$ cat src/rtl/butterfly_r2_shared.sv
// butterfly_r2_shared: radix-2 complex butterfly (DIT or DIF, chosen per operation)
// that shares two multipliers across two clock phases. The twiddle can be conjugated
// for the inverse FFT, and both outputs can be halved. Valid/ready handshake on both
// sides gives one butterfly per two cycles and stalls on downstream backpressure.
// Optional build macro: BFLY_ROUND_EN
//   defined     -> product reduction rounds half up
//   not defined -> product reduction truncates (floor)
module butterfly_r2_shared #(
    parameter int DATA_WIDTH   = 32,
    parameter int FACTOR_WIDTH = 16,
    parameter int FRAC_BITS    = 14
) (
    input  logic                      clk,
    input  logic                      rst,
    input  logic                      in_valid,
    output logic                      in_ready,
    input  logic [2*DATA_WIDTH-1:0]   in_x0,
    input  logic [2*DATA_WIDTH-1:0]   in_x1,
    input  logic [2*FACTOR_WIDTH-1:0] in_w,
    input  logic                      in_mode,
    input  logic                      in_inv,
    input  logic                      in_scale,
    output logic                      out_valid,
    input  logic                      out_ready,
    output logic [2*DATA_WIDTH-1:0]   out_x0,
    output logic [2*DATA_WIDTH-1:0]   out_x1
);

    localparam int DW = DATA_WIDTH;
    localparam int FW = FACTOR_WIDTH;
    localparam int PW = DATA_WIDTH + FACTOR_WIDTH;

`ifdef BFLY_ROUND_EN
    localparam logic signed [PW-1:0] RND = PW'(1) << (FRAC_BITS - 1);
`else
    localparam logic signed [PW-1:0] RND = '0;
`endif

    typedef enum logic [1:0] {
        S_IDLE,
        S_PH0,
        S_PH1
    } state_t;

    state_t state_q, state_d;

    logic signed [DW-1:0] a_re_q, a_re_d, a_im_q, a_im_d;
    logic signed [DW-1:0] b_re_q, b_re_d, b_im_q, b_im_d;
    logic signed [FW-1:0] w_re_q, w_re_d, w_im_q, w_im_d;
    logic signed [DW-1:0] pr_q, pr_d, pi_q, pi_d;
    logic                 mode_q, mode_d, scale_q, scale_d;
    logic [2*DW-1:0]      out_x0_q, out_x0_d, out_x1_q, out_x1_d;
    logic                 out_valid_q, out_valid_d;

    logic load_ok;
    logic accept;
    logic out_load;

    // Handshake and phase sequencing
    always_comb begin
        state_d  = state_q;
        load_ok  = !out_valid_q || out_ready;
        in_ready = !rst && ((state_q == S_IDLE) || ((state_q == S_PH1) && load_ok));
        accept   = in_valid && in_ready;
        out_load = (state_q == S_PH1) && load_ok;
        case (state_q)
            S_IDLE: if (accept) state_d = S_PH0;
            S_PH0:  state_d = S_PH1;
            S_PH1: begin
                if (load_ok) state_d = accept ? S_PH0 : S_IDLE;
            end
            default: state_d = S_IDLE;
        endcase
    end

    logic signed [DW-1:0] x0_re, x0_im, x1_re, x1_im;
    logic signed [FW-1:0] w_re_in, w_im_raw, w_im_in;
    logic signed [DW-1:0] m_a;
    logic signed [FW-1:0] m1_b, m2_b;
    logic signed [PW-1:0] prod1, prod2;
    logic signed [DW-1:0] red1, red2;
    logic signed [DW-1:0] p_re, p_im;
    logic signed [DW-1:0] o0_re, o0_im, o1_re, o1_im;

    // Shared multipliers: PH0 forms a_re*w_re / a_re*w_im, PH1 forms a_im*w_im / a_im*w_re
    always_comb begin
        m_a   = (state_q == S_PH1) ? a_im_q : a_re_q;
        m1_b  = (state_q == S_PH1) ? w_im_q : w_re_q;
        m2_b  = (state_q == S_PH1) ? w_re_q : w_im_q;
        prod1 = PW'(m_a) * PW'(m1_b);
        prod2 = PW'(m_a) * PW'(m2_b);
        red1  = DW'((prod1 + RND) >>> FRAC_BITS);
        red2  = DW'((prod2 + RND) >>> FRAC_BITS);
    end

    // Operand capture, partial-product register and output register next state
    always_comb begin
        x0_re    = $signed(in_x0[2*DW-1:DW]);
        x0_im    = $signed(in_x0[DW-1:0]);
        x1_re    = $signed(in_x1[2*DW-1:DW]);
        x1_im    = $signed(in_x1[DW-1:0]);
        w_re_in  = $signed(in_w[2*FW-1:FW]);
        w_im_raw = $signed(in_w[FW-1:0]);
        w_im_in  = in_inv ? -w_im_raw : w_im_raw;

        a_re_d  = a_re_q;
        a_im_d  = a_im_q;
        b_re_d  = b_re_q;
        b_im_d  = b_im_q;
        w_re_d  = w_re_q;
        w_im_d  = w_im_q;
        mode_d  = mode_q;
        scale_d = scale_q;
        pr_d    = pr_q;
        pi_d    = pi_q;

        if (accept) begin
            if (in_mode) begin
                a_re_d = x0_re - x1_re;
                a_im_d = x0_im - x1_im;
                b_re_d = x0_re + x1_re;
                b_im_d = x0_im + x1_im;
            end else begin
                a_re_d = x1_re;
                a_im_d = x1_im;
                b_re_d = x0_re;
                b_im_d = x0_im;
            end
            w_re_d  = w_re_in;
            w_im_d  = w_im_in;
            mode_d  = in_mode;
            scale_d = in_scale;
        end

        if (state_q == S_PH0) begin
            pr_d = red1;
            pi_d = red2;
        end

        // Complex product completes combinationally during PH1
        p_re = pr_q - red1;
        p_im = pi_q + red2;

        if (mode_q) begin
            o0_re = b_re_q;
            o0_im = b_im_q;
            o1_re = p_re;
            o1_im = p_im;
        end else begin
            o0_re = b_re_q + p_re;
            o0_im = b_im_q + p_im;
            o1_re = b_re_q - p_re;
            o1_im = b_im_q - p_im;
        end
        if (scale_q) begin
            o0_re = o0_re >>> 1;
            o0_im = o0_im >>> 1;
            o1_re = o1_re >>> 1;
            o1_im = o1_im >>> 1;
        end

        out_x0_d    = out_x0_q;
        out_x1_d    = out_x1_q;
        out_valid_d = out_valid_q;
        if (out_load) begin
            out_x0_d    = {o0_re, o0_im};
            out_x1_d    = {o1_re, o1_im};
            out_valid_d = 1'b1;
        end else if (out_ready) begin
            out_valid_d = 1'b0;
        end
    end

    // State and datapath registers
    always_ff @(posedge clk) begin
        if (rst) begin
            state_q     <= S_IDLE;
            a_re_q      <= '0;
            a_im_q      <= '0;
            b_re_q      <= '0;
            b_im_q      <= '0;
            w_re_q      <= '0;
            w_im_q      <= '0;
            mode_q      <= 1'b0;
            scale_q     <= 1'b0;
            pr_q        <= '0;
            pi_q        <= '0;
            out_x0_q    <= '0;
            out_x1_q    <= '0;
            out_valid_q <= 1'b0;
        end else begin
            state_q     <= state_d;
            a_re_q      <= a_re_d;
            a_im_q      <= a_im_d;
            b_re_q      <= b_re_d;
            b_im_q      <= b_im_d;
            w_re_q      <= w_re_d;
            w_im_q      <= w_im_d;
            mode_q      <= mode_d;
            scale_q     <= scale_d;
            pr_q        <= pr_d;
            pi_q        <= pi_d;
            out_x0_q    <= out_x0_d;
            out_x1_q    <= out_x1_d;
            out_valid_q <= out_valid_d;
        end
    end

    assign out_x0    = out_x0_q;
    assign out_x1    = out_x1_q;
    assign out_valid = out_valid_q;

endmodule
$ cat config.mk
export PLATFORM = sky130hd
export DESIGN_NAME = butterfly_r2_shared
export DESIGN_NICKNAME = d
export VERILOG_FILES = /design/src/rtl/butterfly_r2_shared.sv
export SDC_FILE = /design/constraint.sdc
export NUM_CORES = 2
export LEC_CHECK = 0
export BUFFER_PORTS_ARGS = -buffer_cell sky130_fd_sc_hd__buf_2
export CAP_MARGIN = 40
export CORE_MARGIN = 8
export CORE_UTILIZATION = 60
export CTS_CLUSTER_DIAMETER = 30
export DETAILED_ROUTE_END_ITERATION = 6
export HOLD_SLACK_MARGIN = 0.1
export PLACE_DENSITY = 0.75
export REMOVE_ABC_BUFFERS = 1
export SLEW_MARGIN = 20
export SYNTH_ARGS = -nofsm -noshare
export SYNTH_HDL_FRONTEND = slang
export SYNTH_SLANG_ARGS = --single-unit
export TNS_END_PERCENT = 20
$ cat constraint.sdc
create_clock -name clk -period 39.1 [get_ports clk]
set_input_delay 7.82 -clock clk [delete_from_list [all_inputs] [get_ports clk]]
set_output_delay 7.82 -clock clk [all_outputs]
set_load 0.005 [all_outputs]
=== Yosys cells after proc, flatten, opt, wreduce, memory -nomap -nowiden ===
Cells that the tools add are included.

* Multiply operators: 2
* $add $sub $neg: 11
* Multiplexer cells: 22
* Reductions and logical operators: 10
* Eq/ne operators: 4

{| class="wikitable"
|+ Operator list
! cell !! count
|-
| $mux 32 || 9
|-
| $add 32x32->32 || 5
|-
| $sub 32x32->32 || 5
|-
| $mux 31 || 4
|-
| $mul 32x16->46 || 2
|-
| $mux 16 || 3
|-
| $neg 16->16 || 1
|-
| $pmux 2 s3 || 1
|-
| $mux 2 || 2
|-
| $ne 2x2->1 const B || 2
|-
| $logic_and 1x1->1 || 3
|-
| $mux 1 || 3
|-
| $eq 2x1->1 const B || 1
|-
| $eq 2x2->1 const B || 1
|-
| $logic_not 1->1 || 2
|-
| $logic_not 2->1 || 1
|-
| $logic_or 1x1->1 || 2
|-
| $reduce_and 2->1 || 1
|-
| $reduce_bool 2->1 || 1
|}

* Output and inout port bits: 130
* Register bits: 357

=== Logic depth before layout (Yosys ltp) ===
* Depth in word-level cells: 9
* Gate-level depth with buffers: 67

=== Least setup slack after synthesis ===
OpenSTA, ideal clock, no wires.

* Path kind: input to output
* Start point: input rst
* End point: output in_ready
* Stages on the path: 2
* Path slack: 22.977 ns
* Arrival: 8.303 ns
* Path buffers: 1
* Cells stage by stage: clkbuf_1 -> a211oi_1

* Cells in the longest elaborated chain, start to end: 2

{| class="wikitable"
|+ Ends and longest elaborated chain
! element !! line !! RTL
|-
| start, declared || 14 || <nowiki>input logic rst,</nowiki>
|-
| $logic_not 1->1 || 63 || <nowiki>in_ready = !rst && ((state_q == S_IDLE) || ((state_q == S_PH1) && load_ok));</nowiki>
|-
| $logic_and 1x1->1 || 63 ||
|-
| end, declared || 16 || <nowiki>output logic in_ready,</nowiki>
|}

Every way passes these cells.

=== Worst setup path after layout ===
Same ends and word-level chain as after synthesis.

==> load_flow_metrics.sql <==
INSERT INTO impl_metrics (metric_group, metric, value, unit) VALUES
('run_status', 'outcome', 'finished with violations', ''),
('run_status', 'failed_checks', 'DRC', ''),
('sta', 'fin_tns_setup', '0', 'ns'),
('min_path', 'min_delay_worst_endpoint', 'out_x0[61]$_SDFFE_PP0P_', ''),
('cts', 'cts-hold-fix-buffers', '0', ''),
('yosys', 'yosys_warnings', '0', ''),
('drt', 'drcViolationCount', '2', ''),
('pwr', 'p_int', '1860', 'uW'),
('cts', 'clk_path_buf_depth', '3', ''),
('setup_path', 'cp-end-kind', 'output pin', ''),
('setup_path', 'crit_path_max_fanout', '99', ''),
('pwr', 'proportion_of_power_drawn_by_flip_flops_and_latches', '0.120', ''),
('setup_path', 'ff2ff_setup_slack', '23.39', 'ns'),
('global_routing', 'wire_length_of_the_first_global_routing_pass', '310000', 'um'),
('setup_path', 'worst_path_arrival_time', '8.92', 'ns'),
('die', 'num_rows', '119', ''),
('die', 'die_width', '342', 'um'),
('final_layout', 'syn2layout_area_growth', '10.7', '%'),
('global_routing', 'first_global_vias', '57200', ''),
('sta', 'final_worst_clock_skew', '0.0376', 'ns'),
('sta', 'transition_time_of_the_tightest_slew_check_pin', '0.947', 'ns'),
('cts', 'clkLatencyLatePin', '0.69', 'ns'),
('die', 'die_h', '342', 'um'),
('global_routing', 'grt_util_all_layers', '0.332', ''),
('placement', 'buffer_ports.inserted', '296', ''),
('die', 'io-pin-count', '297', ''),
('cts', 'number_of_levels_in_the_clock_h_tree', '3', ''),
('die', 'floorplan.initialDensity', '0.606', ''),
('placement', 'detailedPlacementHpwl', '152000', 'um'),
('setup_path', 'cp-startpoint', 'rst', ''),
('cts', 'postCtsSetupBuffers', '0', ''),
('yosys', 'share_of_the_yosys_chip_area_belonging_to_registers', '0.112', ''),
('final_layout', 'final_core_util', '0.670', ''),
('drt', 'antenna_left', '0', ''),
('cts', 'numClockSinks', '357', ''),
('pwr', 'p_per_area', '51.1', 'nW/um^2'),
('sta', 'fmax', '59.7', 'MHz'),
('drt', 'detail_route.first_pass.iterations', '7', ''),
('sta', 'setup_failing_eps_final', '0', ''),
('yosys', 'synth_cell_type_count', '88', ''),
('final_layout', 'share_of_post_route_cells_with_drive_strength_above_1', '0.0843', ''),
('sta', 'finalWorstPathRequiredPeriod', '16.74', 'ns'),
('cts', 'cts_inserted_buffers', '101', ''),
('pwr', 'net-switching-power', '1760', 'uW'),
('yosys', 'syn_area_per_cell', '7.82', 'um^2'),
('drt', 'drt_iter0_drc', '4841', ''),
('global_routing', 'number_of_antenna_violations_at_the_first_check_in_global_routing', '21', ''),
('flow_run', 'cap_viol_max_count', '0', ''),
('cts', 'cts-root-buf', 'sky130_fd_sc_hd__clkbuf_16', ''),
('sta', 'share_of_the_clock_period_used_by_the_worst_path_after_layout', '0.428', ''),
('sta', 'rsz0062_at_grt', 'false', ''),
('drt', 'detail_route.vias_per_cell', '5.82', ''),
('final_layout', 'finalNetCount', '9928', ''),
('yosys', 'synth_enable_flop_cells', '0', ''),
('global_routing', 'grt_start_max_net_pins', '185', ''),
('min_path', 'min-delay-start', 'out_x0[61]$_SDFFE_PP0P_', ''),
('pwr', 'sw_frac_of_total', '0.486', ''),
('yosys', 'syn-instance-count', '8164', ''),
('final_layout', 'layout_commonest_cell', 'sky130_fd_sc_hd__inv_1', ''),
('setup_path', 'start_kind', 'input port', ''),
('sta', 'slew_headroom', '0.353', ''),
('drt', 'routed_wire_length_per_instance', '20.1', 'um'),
('yosys', 'synth_async_sr_flop_share', '0', ''),
('yosys', 'most_used_flip_flop_cell_after_synthesis', 'sky130_fd_sc_hd__dfxtp_1', ''),
('placement', 'gpl.final_weighted_congestion', '0.974', ''),
('setup_path', 'r2r-start', 'state_q[1]$_SDFFE_PP0P_', ''),
('setup_path', 'timing_worst_setup_path_type', 'in -> out', ''),
('final_layout', 'final_cell_mix', 'sky130_fd_sc_hd__inv_1 (1393), sky130_fd_sc_hd__nand2_1 (1158), sky130_fd_sc_hd__nor2_1 (1014), sky130_fd_sc_hd__fa_1 (952), sky130_fd_sc_hd__ha_1 (523)', ''),
('pwr', 'clock_power_share', '0.233', ''),
('cts', 'cts_resized', '0', ''),
('min_path', 'worst_hold_path_type', 'reg -> reg', '');
[cells in the mapped netlist (6+ instances only)]
cell / count / share of area
sky130_fd_sc_hd__o31a_1: 6 / 0.00082
sky130_fd_sc_hd__nand4_1: 12 / 0.0012
sky130_fd_sc_hd__o211ai_1: 46 / 0.0054
sky130_fd_sc_hd__or4_1: 7 / 0.00082
sky130_fd_sc_hd__nor2_1: 1015 / 0.060
sky130_fd_sc_hd__o21ai_0: 231 / 0.018
sky130_fd_sc_hd__nor3_1: 100 / 0.0078
sky130_fd_sc_hd__mux2i_1: 140 / 0.022
sky130_fd_sc_hd__maj3_1: 7 / 0.0011
sky130_fd_sc_hd__a311oi_1: 24 / 0.0033
sky130_fd_sc_hd__o2111ai_1: 8 / 0.0011
sky130_fd_sc_hd__a21oi_1: 495 / 0.039
sky130_fd_sc_hd__and2_1: 48 / 0.0047
sky130_fd_sc_hd__o21ai_1: 23 / 0.0018
sky130_fd_sc_hd__a2111oi_0: 6 / 0.00082
sky130_fd_sc_hd__buf_1: 32 / 0.0019
sky130_fd_sc_hd__fa_1: 952 / 0.30
sky130_fd_sc_hd__nand3_1: 72 / 0.0056
sky130_fd_sc_hd__xor2_1: 80 / 0.011
sky130_fd_sc_hd__nor4_1: 8 / 0.00078
sky130_fd_sc_hd__nand3b_1: 44 / 0.0052
sky130_fd_sc_hd__mux2_2: 6 / 0.0011
sky130_fd_sc_hd__nand2_1: 1159 / 0.068
sky130_fd_sc_hd__nor2b_1: 48 / 0.0047
sky130_fd_sc_hd__dfxtp_1: 357 / 0.11
sky130_fd_sc_hd__o41ai_1: 9 / 0.0012
sky130_fd_sc_hd__a211o_1: 12 / 0.0016
sky130_fd_sc_hd__and3_1: 36 / 0.0035
sky130_fd_sc_hd__nor3b_1: 11 / 0.0013
sky130_fd_sc_hd__nand2b_1: 42 / 0.0041
sky130_fd_sc_hd__or2_2: 13 / 0.0013
sky130_fd_sc_hd__a21boi_0: 19 / 0.0022
sky130_fd_sc_hd__o21a_1: 29 / 0.0034
sky130_fd_sc_hd__or3_1: 46 / 0.0045
sky130_fd_sc_hd__a211oi_1: 192 / 0.023
sky130_fd_sc_hd__a31oi_1: 21 / 0.0021
sky130_fd_sc_hd__ha_1: 523 / 0.10
sky130_fd_sc_hd__a21o_1: 56 / 0.0066
sky130_fd_sc_hd__inv_1: 1395 / 0.082
sky130_fd_sc_hd__o21bai_1: 67 / 0.0079
sky130_fd_sc_hd__clkbuf_1: 382 / 0.022
sky130_fd_sc_hd__o31ai_1: 32 / 0.0038
sky130_fd_sc_hd__xnor2_1: 255 / 0.035
[metrics by stage]
stage	area, um^2	hold slack, ns	worst slack [ns]	cells	total power [uW]
CTS	70500	0.451	22.34	9750	3590
global placement	66500	0.439	22.36	9536	2660
global route	70600	0.468	22.30	9770	3880
detailed placement	67000	0.443	22.35	9563	2720
finish	70700	0.448	22.36	9783	3610
floorplan	62300	0.430	23.04	7745	2110
[how the worst max path moves through the flow]
stage | end
final | in_ready
after floorplan | in_ready
after global routing | in_ready
after detailed placement | in_ready
after global placement | in_ready
after CTS | in_ready
[state kept, by name, indices dropped and copies added, names as in the netlist]
name / cells
pr_q: 32
b_im_q: 32
out_valid: 1
a_im_q: 32
mode_q: 1
out_x1: 64
scale_q: 1
out_x0: 64
pi_q: 32
b_re_q: 32
state_q: 2
w_re_q: 16
w_im_q: 16
a_re_q: 32
[power groups by stage]
stage          clock, uW  combinational (uW)  sequential (uW)
2_1_floorplan          0                1680              430
3_3_place_gp           0                2220              438
3_5_place_dp           0                2280              440
4_1_cts              849                2310              434
5_1_grt              870                2570              438
6_report             842                2340              434
[critical path, stage by stage]
cell                       delay [ns]
sky130_fd_sc_hd__buf_8           0.22
sky130_fd_sc_hd__a211oi_1        0.60
sky130_fd_sc_hd__buf_2           0.22
[cells by family (layout without fill, tap and decap cells)]
family / count (synthesis) / in the layout / share of synthesized area
xor gates and xnor gates: 337 / 337 / 0.0466
DFF: 357 / 357 / 0.112
other: 0 / 22 / 0
adders and majority gates: 1483 / 1483 / 0.402
AOI/OAI and AO/OA: 1348 / 1348 / 0.134
and+or+nand+nor: 2671 / 2671 / 0.175
muxes: 149 / 149 / 0.0241
buffers and inverters: 1819 / 2025 / 0.107
[metal layers]
metal / track usage / wire length [um]
met4: 0.196 / 14200
met5: 0 / 0
met2: 0.542 / 90500
met3: 0.0618 / 17800
met1: 0.411 / 74600
[final cells by class]
| cell class | instances | area [um^2] |
|---|---|---|
| Inverter | 1400 | 5260 |
| Antenna cell | 22 | 55.1 |
| Tap cell | 1391 | 1740 |
| Clock buffer | 128 | 2820 |
| Sequential cell | 357 | 7150 |
| Fill cell | 8807 | 34700 |
| Multi-Input combinational cell | 5988 | 50100 |
| Timing Repair Buffer | 438 | 2880 |
| Clock inverter | 59 | 692 |
Power figures use the tool's default switching activity.
